### src/rtl/xw_arbiter.sv
// xw_arbiter
//   Round-robin writeback arbiter: several execute units share one
//   writeback port through a single registered output entry.
//   Optional macro XW_ARBITER_FIXED_PRIO_EN selects fixed priority
//   (lowest valid index wins, no priority pointer).
// Ports
//   clk, rst                 clock, async active-low reset
//   X_val/X_rdy              per-unit handshake
//   X_pc/X_seq_num/X_waddr/X_wdata/X_wen   per-unit payload
//   W_val/W_rdy              writeback handshake
//   W_pc/W_seq_num/W_waddr/W_wdata/W_wen   writeback payload (registered)
module xw_arbiter #(
   parameter int p_num_units    = 2,
   parameter int p_seq_num_bits = 5
) (
   input  logic                                           clk,
   input  logic                                           rst,
   input  logic [p_num_units-1:0]                         X_val,
   output logic [p_num_units-1:0]                         X_rdy,
   input  logic [p_num_units-1:0][31:0]                   X_pc,
   input  logic [p_num_units-1:0][p_seq_num_bits-1:0]     X_seq_num,
   input  logic [p_num_units-1:0][4:0]                    X_waddr,
   input  logic [p_num_units-1:0][31:0]                   X_wdata,
   input  logic [p_num_units-1:0]                         X_wen,
   output logic                                           W_val,
   input  logic                                           W_rdy,
   output logic [31:0]                                    W_pc,
   output logic [p_seq_num_bits-1:0]                      W_seq_num,
   output logic [4:0]                                     W_waddr,
   output logic [31:0]                                    W_wdata,
   output logic                                           W_wen
);

   localparam int PW = (p_num_units > 1) ? $clog2(p_num_units) : 1;

   typedef struct packed {
      logic                      val;
      logic [31:0]               pc;
      logic [p_seq_num_bits-1:0] seq;
      logic [4:0]                waddr;
      logic [31:0]               wdata;
      logic                      wen;
   } entry_t;

   entry_t          entry_q, entry_d;
   logic            w_xfer, slot_free;
   logic            gnt_any, gnt;
   logic [PW-1:0]   gnt_idx;

   assign w_xfer    = entry_q.val & W_rdy;
   assign slot_free = ~entry_q.val | w_xfer;

`ifdef XW_ARBITER_FIXED_PRIO_EN
   // Descending scan so the lowest valid index is the last (winning) write.
   always_comb begin
      gnt_any = 1'b0;
      gnt_idx = '0;
      for (int i = p_num_units - 1; i >= 0; i--) begin
         if (X_val[i]) begin
            gnt_any = 1'b1;
            gnt_idx = PW'(i);
         end
      end
   end
`else
   logic [PW-1:0] ptr_q, ptr_d;
   logic [PW-1:0] rr_idx;

   // Search ptr, ptr+1, ... wrapping; first valid unit wins.
   always_comb begin
      gnt_any = 1'b0;
      gnt_idx = '0;
      rr_idx  = '0;
      for (int i = 0; i < p_num_units; i++) begin
         rr_idx = PW'((int'(ptr_q) + i) % p_num_units);
         if (!gnt_any && X_val[rr_idx]) begin
            gnt_any = 1'b1;
            gnt_idx = rr_idx;
         end
      end
   end

   always_comb begin
      ptr_d = ptr_q;
      if (gnt) ptr_d = (gnt_idx == PW'(p_num_units - 1)) ? '0 : gnt_idx + PW'(1);
   end

   always_ff @(posedge clk or negedge rst) begin
      if (!rst) ptr_q <= '0;
      else      ptr_q <= ptr_d;
   end
`endif

   // Gating with rst keeps X_rdy low for the whole time reset is held,
   // even though an empty entry would otherwise look free.
   assign gnt = gnt_any & slot_free & rst;

   always_comb begin
      X_rdy = '0;
      if (gnt) X_rdy[gnt_idx] = 1'b1;
   end

   // A grant on the same edge as a writeback replaces the entry, so a
   // steady stream moves one result per cycle with no bubble.
   always_comb begin
      entry_d = entry_q;
      if (gnt) begin
         entry_d.val   = 1'b1;
         entry_d.pc    = X_pc[gnt_idx];
         entry_d.seq   = X_seq_num[gnt_idx];
         entry_d.waddr = X_waddr[gnt_idx];
         entry_d.wdata = X_wdata[gnt_idx];
         entry_d.wen   = X_wen[gnt_idx];
      end else if (w_xfer) begin
         entry_d.val   = 1'b0;
      end
   end

   always_ff @(posedge clk or negedge rst) begin
      if (!rst) entry_q <= '0;
      else      entry_q <= entry_d;
   end

   assign W_val     = entry_q.val;
   assign W_pc      = entry_q.pc;
   assign W_seq_num = entry_q.seq;
   assign W_waddr   = entry_q.waddr;
   assign W_wdata   = entry_q.wdata;
   assign W_wen     = entry_q.wen;

endmodule

### config.mk
export PLATFORM = sky130hd
export DESIGN_NAME = xw_arbiter
export DESIGN_NICKNAME = d
export VERILOG_FILES = /design/src/rtl/xw_arbiter.sv
export SDC_FILE = /design/constraint.sdc
export NUM_CORES = 1
export LEC_CHECK = 0
export ABC_AREA = 1
export BUFFER_PORTS_ARGS = -buffer_cell sky130_fd_sc_hd__buf_2
export CAP_MARGIN = 20
export CORE_MARGIN = 2
export CORE_UTILIZATION = 40
export CTS_CLUSTER_SIZE = 25
export DETAILED_ROUTE_END_ITERATION = 10
export GPL_ROUTABILITY_DRIVEN = 0
export GPL_TIMING_DRIVEN = 0
export PLACE_DENSITY = 0.88
export SYNTH_ARGS = -nofsm -noshare
export SYNTH_HDL_FRONTEND = slang
export SYNTH_SLANG_ARGS = --single-unit
### constraint.sdc
create_clock -name clk -period 1.16 [get_ports clk]
set_input_delay 0.116 -clock clk [delete_from_list [all_inputs] [get_ports clk]]
set_output_delay 0.116 -clock clk [all_outputs]
set_load 0.005 [all_outputs]
# ---- Word level (Yosys, flattened, before mapping)
# Cells that the tools add are included.
dict set report classes {
  n_reduce_logical 4
  n_bitwise 5
  addsub 2
  shifts 0
  mux 24
  n_mul 0
  order_cmp 4
  div_mod_pow 0
  n_eq_ne 0
}
# op count
set op_table {}
lappend op_table {{two-way mux 32 bit} 4}
lappend op_table {{two-way mux 5 bit} 4}
lappend op_table {{two-way mux 1 bit} 14}
lappend op_table {{< comparator 1 x 2 -> 1 bit, second input constant} 3}
lappend op_table {{AND 1 bit} 3}
lappend op_table {{adder 1 bit, second input constant} 2}
lappend op_table {{logical AND 1 bit} 2}
lappend op_table {{two-way mux 2 bit} 1}
lappend op_table {{nonzero test 2 bit} 1}
lappend op_table {{demux 1 bit (select 1 bit)} 1}
lappend op_table {{greater-or-equal comparator 1 bit, second input constant} 1}
lappend op_table {{zero test 1 bit} 1}
lappend op_table {{NOT 1 bit} 1}
lappend op_table {{OR 1 bit} 1}
dict set report totals {
  memories 0
  inputBits 155
  latch_bits 0
  romBits 0
  reg_bits 77
  ram_bits 0
  output_inout_bits 78
}

# ---- Longest topological paths before layout
# Gate-level depths: netlist of the first run.
dict set report depth {
  ltp_word 11
  mapped_depth 9
}

# ---- Worst setup path before layout of the first run
# No wires, ideal clock.
dict set report synth_path {
  path_type {register to register}
  startpoint {register entry_q (netlist bit W_val)}
  endpoint {register entry_q (netlist bit W_pc[28])}
  stages_incl_launch_ff 8
  required_time_ns 1.095
  n_path_buf 2
  setup_ns 0.065
  t_arrival_ns 1.156
  synth_period_minus_slack_ns 1.221
  path_slack_ns -0.061
  path_cell_list {dfrtp_1 > nand2_1 > nand2_1 > nor2_2 > buf_2 > buf_2 > nand2_1 > nand2_1}
}
dict set report synth_between {
  elab_chain_len 4
  word_cells_on_any_way 5
  classes_between {5 x bitwise}
}
# element line_no
set synth_rtl {}
lappend synth_rtl {{start: declaration} 45} ;# entry_t entry_q, entry_d;
lappend synth_rtl {{start signal: assignment} 121} ;# else entry_q <= entry_d;
lappend synth_rtl {{AND 1 bit or NOT 1 bit (tied branches)} {50, 51}}
lappend synth_rtl {{OR 1 bit (*)} 51} ;# assign slot_free = ~entry_q.val | w_xfer;
lappend synth_rtl {{AND 1 bit (*) (2 in series)} 96} ;# assign gnt = gnt_any & slot_free & rst;
# Mark *: on every way between the ends. The rest lies on a longest branch, timed or not.
# A chain may end at the register's enable or synchronous reset.

# ---- Worst setup path after layout of the first run
dict set report layout_path {
  startpoint {register entry_q (netlist bit W_val)}
  endpoint {output X_rdy[0]}
}
dict set report layout_between {
  elab_chain_len 5
  word_cells_on_any_way 6
  classes_between {1 x mux; 5 x bitwise}
}
# element line_no
set layout_rtl {}
lappend layout_rtl {{AND 1 bit or NOT 1 bit (tied branches)} {50, 51}}
lappend layout_rtl {{OR 1 bit (*)} 51}
lappend layout_rtl {{AND 1 bit (*) (2 in series)} 96}
lappend layout_rtl {{two-way mux 2 bit (*)} 100} ;# if (gnt) X_rdy[gnt_idx] = 1'b1;
lappend layout_rtl {{end: declaration} 19} ;# output logic [p_num_units-1:0] X_rdy,
# Marks and branches as above.

==> summary.txt, run 1 <==
Critical path
  – Startpoint Class: flop
  – Arrival @ worst endpoint: approximately 1300 ps
  – CP Capture Type: output pin
  – Worst-path fanout max: 3
  – Setup CP Type: reg2out
  – Critical path data required time: 1040 ps

CTS
  – Clock sinks: 77
  – CTS HTree Levels: 3
  – CTS Buf Count: 9
  – CTS clk-pin slew, worst paths: 70 ps
  – Root Driver: clkbuf_8
  – CTS tree: done
  – Clk buf depth: 2
  – Clk_lat worst skew: 350 ps

Route
  – Metal1 wirelength: 5.29 mm
  – Number of remaining DRC errors: 0
  – TritonRoute pass-1 iters: 4
  – Detailed Route WL: 12.5 mm
  – Final antenna-violating net count: 0
  – WL/cell: 12.8 um
  – Top Metal Used: met4
  – Metal3 WL: 924 um
  – Starting DRT DRC Count: between 100 and 150
  – Vias post-DR: roughly 4500
  – Routed wl met2: 6.15 mm
  – Vias per cell: 4.63

Yosys
  – Dominant cells by area after synthesis: dfrtp_1 (49%), nand2_1 (36%), nand3_1 (9.5%)
  – #FFs+latches synth: 77
  – Post-Synthesis Cells: 581
  – Most used flip-flop cell after synthesis: dfrtp_1
  – Synth area leader: dfrtp_1
  – Netlist cell types: 12
  – Seq/Total Area, Yosys: 48.8%
  – Synthesized area per cell: 6.80 um^2
  – Post-synth top cells: nand2_1 (381), dfrtp_1 (77), nand3_1 (75)
  – EDFF count, synth: 0
  – Count leader, synth: nand2_1
  – YS warnings: 0
  – Synth async-reset ratio: 100%
  – Post-synthesis cell area: 3950 um^2
  – Share of the synthesized area in the top cell type: a little under 50%
  – Post-Synthesis Net Count: ~740

Timing
  – Period utilization: 124%
  – RSZ-0062 raised after global routing: true
  – Hold slack final: -350 ps
  – Fin worst setup slack: -281 ps
  – Final hold vios: 77
  – Final Skew: about 4.5 ps
  – Final count of negative-setup-slack endpoints: 79
  – Pins over their slew limit: 0
  – Final worst path period need: 1440 ps
  – Worst Tran Pin Value: 433 ps
  – Fmax: 694 MHz
  – Slew margin rel.: 71.1%

Placement
  – Detailed Place HPWL: about 9.2 mm
  – Port Buffers: between 200 and 250

Die
  – Initial Utilization: around two fifths
  – Die ar.: 10700 um^2
  – Die Wd: 103 um
  – Top Ports: 233
  – Core Area: 9680 um^2
  – Die Ht: between 100 and 150 um
  – FP Rows: 36

Power and ir drop
  – Clk pwr share: 28.6%
  – Tot Pwr: 8.35 mW
  – P_leak: 3.70 nW
  – VDD IR max: 0.000571 V
  – Sw Pwr: about 2.5 mW
  – Logic pwr share: 29.8%
  – Switching Share: about 30%
  – Pwr dens: 1400 nW/um^2
  – Reg power frac: 41.6%
  – Internal power: a little under 6 mW

GRT
  – First-pass GRT wire length: 19.0 mm
  – Vias in the first global route: 4038
  – Initial antenna violation count: 0
  – GRT Total Usage: between 20% and 30%
  – GRT overflow: 0
  – Largest net degree at the start of global routing: 45

Final layout
  – Layout cells sized above 1: a little under two fifths
  – FF/Latch Area: 1930 um^2
  – Nets@finish: around 1000
  – FILL cells: 917
  – Diode count: 0
  – Area Growth Syn to Fin: 51.0%
  – Area of the multi-input gates: roughly 1900 um^2

Hold path
  – Min-Delay Path Class: in2async

Status
  – Status: finished with violations
  – Failing checks: hold timing, setup timing

Flow run
  – MaxCap Viol Count: 0
-- registers in the layout, indices dropped and copies added, names as in the netlist --
signal,cells
W_waddr,5
W_wdata,32
ptr_q,1
W_seq_num,5
W_wen,1
W_val,1
W_pc,32
-- worst paths after layout --
check                           start    endpoint  slack, ps  depth (start not counted)
max                             W_val    X_rdy[0]       -280                          7
min                               rst  W_wdata[5]       -350                          1
max reg2reg                     W_val    W_pc[30]       -270                          7
min reg2reg                W_wdata[7]  W_wdata[7]        470                          2
max in group asynchronous         rst    W_pc[31]        970                          2
min in group clk             X_pc[31]    W_pc[31]         50                          5
-- timing repair --
action / 4_1_cts / 5_1_grt
buffers inserted: 10 / 2
endpoints found under the hold margin: 58 / 35
cloned: 5 / 0
setup endpoints to repair: 79 / 79
resized for setup: 66 / 17
pin swaps: 3 / 3
-- placed cells by master (no fill, tap or decap) --
cell | Yosys | layout
clkbuf_1 | 17 | 5
clkbuf_16 | 0 | 2
buf_8 | 0 | 2
nand2_1 | 381 | 368
inv_2 | 0 | 2
clkbuf_8 | 0 | 17
inv_1 | 3 | 1
nand3b_1 | 1 | 1
nor2_2 | 1 | 1
buf_4 | 1 | 11
nor2_4 | 0 | 1
nand2_2 | 0 | 10
nand3_1 | 75 | 75
nor2_1 | 2 | 1
buf_12 | 0 | 2
clkbuf_2 | 0 | 4
buf_1 | 2 | 1
buf_6 | 0 | 20
dfrtp_1 | 77 | 77
o21ai_1 | 0 | 1
nand2_4 | 0 | 3
clkbuf_4 | 0 | 3
clkinv_2 | 0 | 1
bufinv_16 | 0 | 2
buf_2 | 20 | 236
-- cells by family after synthesis --
family                 Yosys count  synth area share, %
AO/OA/AOI/OAI                    1                0.127
buffers and inverters           43                 4.82
flip-flops                      77                 48.8
AND/OR/NAND/NOR                460                 46.3
-- layer usage --
metal,vias to the layer above,global-route usage [%]
met4,0,8.00
met2,179,40.3
met3,13,4.97
li1,2309,-
met5,-,0
met1,2038,28.0
-- stage by stage --
| step | setup WS [ps] | util [%] | std cells | area, um^2 | TNS (ps) |
|---|---|---|---|---|---|
| final | -281 | 61.6 | 980 | 5960 | -18480 |
| after global routing | -406 | 61.6 | 980 | 5960 | -28430 |
| after CTS | -345 | 60.9 | 978 | 5900 | -19780 |
| after detailed placement | -781 | 54.9 | 947 | 5320 | -55380 |
| after global placement | -1520 | 54.7 | 946 | 5300 | -158770 |
| after floorplan | 7.13 | - | 581 | 3970 | 0 |
-- cell type report --
cell class | count | share of cell area [%]
Sequential cell | 77 | 32.3
Multi-Input combinational cell | 461 | 31.6
Timing Repair Buffer | 250 | 23.0
Buffer | 40 | 6.02
Clock buffer | 13 | 3.00
Tap cell | 133 | 2.79
Clock inverter | 3 | 1.09
Inverter | 3 | 0.189
-- power groups by stage --
stage	clock (mW)	sequential (mW)	combinational [mW]
final	2.39	3.47	2.49
after global routing	2.57	3.53	2.82
after CTS	2.45	3.46	2.47
after detailed placement	0	3.49	2.25
after global placement	0	3.48	2.18
after floorplan	0	3.54	1.04
-- worst max-delay path, stage by stage, from the launching register on --
cell     delay, ps
dfrtp_1        390
nand2_2        110
nand2_2         80
nor2_4         120
buf_6          120
nand2_4         40
inv_2           40
buf_6           80
Note: power is estimated with default switching activity, not from simulation.
==> run 2, diff against run 1 <==
--- a/config.mk
+++ b/config.mk
@@ -5,7 +5,6 @@
 export SDC_FILE = /design/constraint.sdc
 export NUM_CORES = 1
 export LEC_CHECK = 0
-export ABC_AREA = 1
 export BUFFER_PORTS_ARGS = -buffer_cell sky130_fd_sc_hd__buf_2
 export CAP_MARGIN = 20
 export CORE_MARGIN = 2
@@ -14,7 +13,7 @@
 export DETAILED_ROUTE_END_ITERATION = 10
 export GPL_ROUTABILITY_DRIVEN = 0
 export GPL_TIMING_DRIVEN = 0
-export PLACE_DENSITY = 0.88
+export PLACE_DENSITY = 0.89
 export SYNTH_ARGS = -nofsm -noshare
 export SYNTH_HDL_FRONTEND = slang
 export SYNTH_SLANG_ARGS = --single-unit
==> run 2 against run 1 <==
  * The flow still finishes with violations (hold timing, setup timing)
  * Total power is 0.43% higher
  * Clock-buffer cell count stayed put
  * Clock skew is 3.6 ps higher
  * First-iteration DRC count is 92% higher
  * Register-to-register slack worse by 230 ps
==> summary.txt, run 2 <==
Timing
  – Hold slack final: -314 ps
  – Final count of negative-setup-slack endpoints: 79
  – Final worst path period need: 1660 ps
  – Fin worst setup slack: -498 ps
  – Slew margin rel.: 68.0%
  – Final Skew: 8.09 ps
  – Setup TNS: -34700 ps
  – Worst Tran Pin Value: 480 ps
  – RSZ-0062 raised after global routing: true
  – Fmax: 603 MHz
  – Pins over their slew limit: 0
  – Period utilization: 143%
  – Final hold vios: 35

Power and ir drop
  – Tot Pwr: 8.38 mW
  – Pwr dens: 1320 nW/um^2
  – P_leak: a little over 3 nW
  – VDD IR max: between 0.0007 and 0.0008 V

Critical path
  – Arrival @ worst endpoint: 1870 ps
  – Setup CP Type: reg2reg
  – R2r setup slk: -500 ps
  – Family with the most delay on the worst path: simple AND/OR/NAND/NOR gates
  – CP Capture Type: flop
  – Crit path cell chain: nor2b_4 > and4b_1 > buf_6 > buf_8 > buf_6 > a221o_1
  – Critical path's slowest cell: dfrtp_1
  – CP dominant cell by count: buf_6
  – Buf/Inv on CP: 3
  – Critical path data required time: 1370 ps
  – Critical path's largest stage delay: 350 ps
  – R2R cell count: 6
  – Worst-path fanout max: 8
  – RR Endpoint: W_wdata[2]
  – Reg2reg start: W_val
  – Startpoint Class: flop

Final layout
  – Layout Utilization: 65.8%
  – FILL cells: 781
  – Layout cells sized above 1: 48.4%
  – Commonest non-fill, non-tap cell in the layout: buf_2
  – Diode count: 0
  – Area Growth Syn to Fin: 61.8%
  – Most frequent cells in the layout: buf_2 (238), dfrtp_1 (77), nand2_1 (76)
  – Nets@finish: 818

Yosys
  – EDFF count, synth: 0
  – Count leader, synth: dfrtp_1
  – YS warnings: 0
  – Post-Synthesis Net Count: 517
  – Share of the synthesized area in the top cell type: 49.2%
  – Seq/Total Area, Yosys: 49.2%
  – Most used flip-flop cell after synthesis: dfrtp_1
  – Synth area leader: dfrtp_1
  – Post-Synthesis Cells: 362
  – Netlist cell types: 15
  – Post-synth top cells: dfrtp_1 (77), nand2_1 (76), a221o_1 (75), nor4b_1 (75), clkbuf_1 (29)
  – Synthesized area per cell: around 11 um^2
  – Dominant cells by area after synthesis: dfrtp_1 (49%), a221o_1 (19%), nor4b_1 (17%)
  – #FFs+latches synth: 77
  – Synth async-reset ratio: between 90% and 100%
  – Post-synthesis cell area: 3920 um^2

Status
  – Status: finished with violations
  – Failing checks: hold timing, setup timing

GRT
  – GRT Total Usage: ~26%
  – First-pass GRT wire length: between 20 and 25 mm
  – Largest net degree at the start of global routing: 44
  – GRT overflow: 0
  – Initial antenna violation count: 0
  – Vias in the first global route: between 4000 and 5000

Die
  – Die Wd: between 100 and 150 um
  – FP Rows: 36
  – Die ar.: around 11000 um^2
  – Initial Utilization: between 40% and 50%
  – Top Ports: roughly 230
  – Core Area: 9640 um^2
  – Die Ht: between 100 and 150 um

CTS
  – Clk buf depth: 2
  – CTS Buf Count: 9
  – CTS clk-pin slew, worst paths: 80 ps
  – CTS HTree Levels: 3
  – Root Driver: clkbuf_8
  – Clk_lat worst skew: about 340 ps
  – CTS tree: done
  – Clock sinks: 77

Route
  – Detailed Route WL: 15.0 mm
  – Final antenna-violating net count: 0
  – TritonRoute pass-1 iters: 4
  – Number of remaining DRC errors: 0
  – WL/cell: ~19 um
  – Vias per cell: 5.66
  – Vias post-DR: 4532
  – Starting DRT DRC Count: around 250

Hold path
  – Min-Delay Path Class: in2async

Placement
  – Port Buffers: between 200 and 250
  – Detailed Place HPWL: 9.76 mm

Flow run
  – MaxCap Viol Count: 0
run 2: changes by cell type after synthesis, moves of 4 or more:
cell | before | now
buf_6 | 0 | 4
clkbuf_1 | 17 | 29
nor4b_1 | 0 | 75
a221o_1 | 0 | 75
nand3_1 | 75 | 0
buf_2 | 20 | 16
nand2_1 | 381 | 76
run 2: worst max-delay path by stage:
stage,startpoint,slack [ps],cells past startpoint,to
after floorplan,W_val,-420,7,W_pc[20]
after global placement,rst,-1780,5,W_wdata[13]
after detailed placement,ptr_q,-820,5,W_wdata[3]
after CTS,W_val,-510,6,W_wdata[3]
after global routing,rst,-560,5,X_rdy[1]
final,W_val,-500,6,W_wdata[2]
run 2: power by group:
| part | internal (mW) | switching (mW) | leakage, nW |
|---|---|---|---|
| Combinational | 1.46 | 1.17 | 2.00 |
| Clock | 1.17 | 1.00 | 0.106 |
| Sequential | 3.23 | 0.359 | 0.952 |
run 2: per-stage QoR:
stage	cell area (um^2)	setup WS, ps	instances
after CTS	6070	-510	789
after global routing	6340	-556	801
after global placement	5270	-1780	726
final	6340	-498	801
after floorplan	3940	-418	362
after detailed placement	5290	-816	727
run 2: final cells by class:
type                       count  area (um^2)  area share, %
multi-input combinational    233         1870           29.4
buffer                        47          334           5.27
sequential                    77         1930           30.4
timing repair buffer         294         1830           28.9
clock buffer                  13          169           2.66
clock inverter                 3         42.5          0.671
inverter                       1         3.75         0.0592
tap                          133          166           2.62
run 2: cell families after synthesis:
family	count (synthesis)	share of synthesized area [%]
flip-flops	77	49.2
AND/OR/NAND/NOR	155	24.9
buffers and inverters	52	6.26
AO/OA/AOI/OAI	78	19.7
run 2: timing repair:
item	CTS	global route
gates resized for setup	42	27
buffers inserted	17	6
hold endpoints to repair	65	39
gates cloned	1	4
endpoints found under the setup margin	79	79
hold buffers	30	4
pin swaps	14	25
run 2: routing by layer:
| layer | wire length (um) | GRT usage (%) |
|---|---|---|
| met4 | 362 | 9.11 |
| met1 | 5730 | 30.4 |
| met2 | 7580 | 45.6 |
| met3 | 1290 | 5.49 |
| met5 | 0 | 0 |
==> run 3, diff against run 2 <==
--- a/config.mk
+++ b/config.mk
@@ -12,7 +12,6 @@
 export CTS_CLUSTER_SIZE = 25
 export DETAILED_ROUTE_END_ITERATION = 10
 export GPL_ROUTABILITY_DRIVEN = 0
-export GPL_TIMING_DRIVEN = 0
 export PLACE_DENSITY = 0.89
 export SYNTH_ARGS = -nofsm -noshare
 export SYNTH_HDL_FRONTEND = slang
==> run 3 against run 2 <==
  * The flow still finishes with violations (hold timing, setup timing)
  * Combinational power rose by 11%
  * Wire length up 13%
  * Global-route usage increased by 4.2 points
  * Critical path type unchanged
  * Register-to-register slack gained 40 ps
  * Clock power up 7%
  * Largest cell class unchanged
  * Sequential cell count did not move
  * Clock skew decreased by 3.4 ps
==> summary.txt, run 3 (same netlist as run 2, synthesis figures left out) <==
Die
  – Die ar.: 10600 um^2
  – Initial Utilization: about two fifths
  – FP Rows: 36
  – Core Area: 9640 um^2
  – Top Ports: 233
  – Die Ht: 103 um
  – Die Wd: 103 um

Route
  – Detailed Route WL: ~17 mm
  – WL/cell: 21.1 um
  – TritonRoute pass-1 iters: 5
  – Vias per cell: around 6
  – Starting DRT DRC Count: 313
  – Vias post-DR: 4769
  – Final antenna-violating net count: 0
  – Number of remaining DRC errors: 0

Critical path
  – Setup CP Type: reg2reg
  – Critical path data required time: 1440 ps
  – RR Endpoint: W_wdata[5]
  – Critical Path Start: W_val
  – Startpoint Class: flop
  – Reg2reg start: W_val
  – R2R cell count: 6
  – Arrival @ worst endpoint: 1890 ps
  – R2r setup slk: -460 ps
  – Worst-path fanout max: 35
  – CP Capture Type: flop

Power and ir drop
  – Clk pwr share: between 20% and 30%
  – VDD IR max: 0.000672 V
  – Switching Share: 30.0%
  – Pwr dens: 1280 nW/um^2
  – P_leak: 3.25 nW
  – Reg power frac: 40.7%
  – Internal power: 6.18 mW
  – Tot Pwr: 8.84 mW
  – Sw Pwr: around 2.7 mW
  – Logic pwr share: 32.9%

Timing
  – Fin worst setup slack: -455 ps
  – Hold slack final: -216 ps
  – Pins over their slew limit: 0
  – Slew margin rel.: 76.1%
  – Period utilization: 139%
  – Final hold vios: 41
  – Worst Tran Pin Value: roughly 360 ps
  – Fmax: slightly above 600 MHz
  – Final count of negative-setup-slack endpoints: 79
  – Final worst path period need: 1620 ps
  – Final Skew: 4.66 ps
  – RSZ-0062 raised after global routing: true

Placement
  – Pre-CTS worst setup slack: -313 ps
  – Placed Area: 5430 um^2
  – Port Buffers: 232
  – Detailed Place HPWL: 8.71 mm

CTS
  – CTS Buf Count: 9
  – Clk buf depth: 2
  – Root Driver: clkbuf_8
  – CTS clk-pin slew, worst paths: 80 ps
  – CTS tree: done
  – Clk_lat worst skew: 340 ps
  – Clock sinks: 77
  – CTS HTree Levels: 3

Final layout
  – Layout Utilization: 71.4%
  – Commonest non-fill, non-tap cell in the layout: buf_2
  – Layout cells sized above 1: 51.2%
  – Most frequent cells in the layout: buf_2 (230), dfrtp_1 (77), nand2_1 (76)
  – Area Growth Syn to Fin: 75.7%
  – Finished Cell Area: roughly 6900 um^2
  – Nets@finish: 816

Status
  – Status: finished with violations
  – Failing checks: hold timing, setup timing

GRT
  – GRT Total Usage: a little under 30%
  – Vias in the first global route: 4732
  – Largest net degree at the start of global routing: 85
  – Initial antenna violation count: 1
  – First-pass GRT wire length: 24.1 mm
  – GRT overflow: 0

Flow run
  – MaxCap Viol Count: 0

Hold path
  – Min-Delay Path Class: in2async
==> run 3: cell count changes in the layout (fill, tap and decap cells not counted), moves of 11 or more <==
cell           previous run  this run
nor4b_1                  62        40
dlygate4sd3_1            34        55
nor4b_2                  13        34
clkbuf_1                 17         1
buf_12                    2        13
==> run 3: layer usage <==
layer	routed length [um]	global-route usage, %	up-vias	part of all wire [%]
met5	0	0	-	0
met4	538	15.8	0	3.2
met3	1770	6.51	57	11
met2	8250	48.0	385	49
met1	6330	37.4	2290	37
li1	-	-	2037	-
==> run 3: area by class of cell <==
type                            count  area (um^2)
Antenna cell                        1         2.50
Clock buffer                       12          155
Clock inverter                      4         70.1
Fill cell                         689         2750
Inverter                            1         6.26
Multi-Input combinational cell    233         2030
Sequential cell                    77         1930
Tap cell                          133          166
Timing Repair Buffer              339         2530
==> run 3: what timing repair did <==
item,CTS,global route
endpoints found under the hold margin,112,45
cloned,10,1
resized for setup,31,27
hold buffers,51,4
buffers inserted,9,1
endpoints found under the setup margin,79,80
pin swaps,14,4
==> run 3: through the flow <==
stage	setup TNS, ps	cells	hold WS (ps)
CTS	-29230	793	-216
floorplan	-29030	362	-180
finish	-31060	800	-216
global placement	-17560	708	157
global route	-34440	800	-201
detailed placement	-20710	708	164
==> run 3: worst max-delay path by stage <==
| stage | slack, ps | to | cells after the start |
|---|---|---|---|
| after detailed placement | -310 | W_pc[21] | 5 |
| after global routing | -500 | X_rdy[0] | 4 |
| final | -460 | W_wdata[5] | 6 |
| after floorplan | -420 | W_pc[20] | 7 |
| after global placement | -250 | W_wdata[5] | 5 |
| after CTS | -440 | X_rdy[1] | 5 |
==> run 3: critical path, stage by stage (launching register included) <==
cell and delay [ps]:
dfrtp_1 380, nor2b_4 130, buf_6 120, buf_4 170, buf_12 190, nor4b_2 360
a221o_1 180
==> run 3: power by group through the flow <==
stage          logic (mW)  registers (mW)  clock network, mW
6_report             2.91            3.60               2.33
5_1_grt              3.12            3.65               2.47
2_1_floorplan        1.01            3.61                  0
3_5_place_dp         2.29            3.61                  0
4_1_cts              2.75            3.58               2.35
3_3_place_gp         2.22            3.60                  0
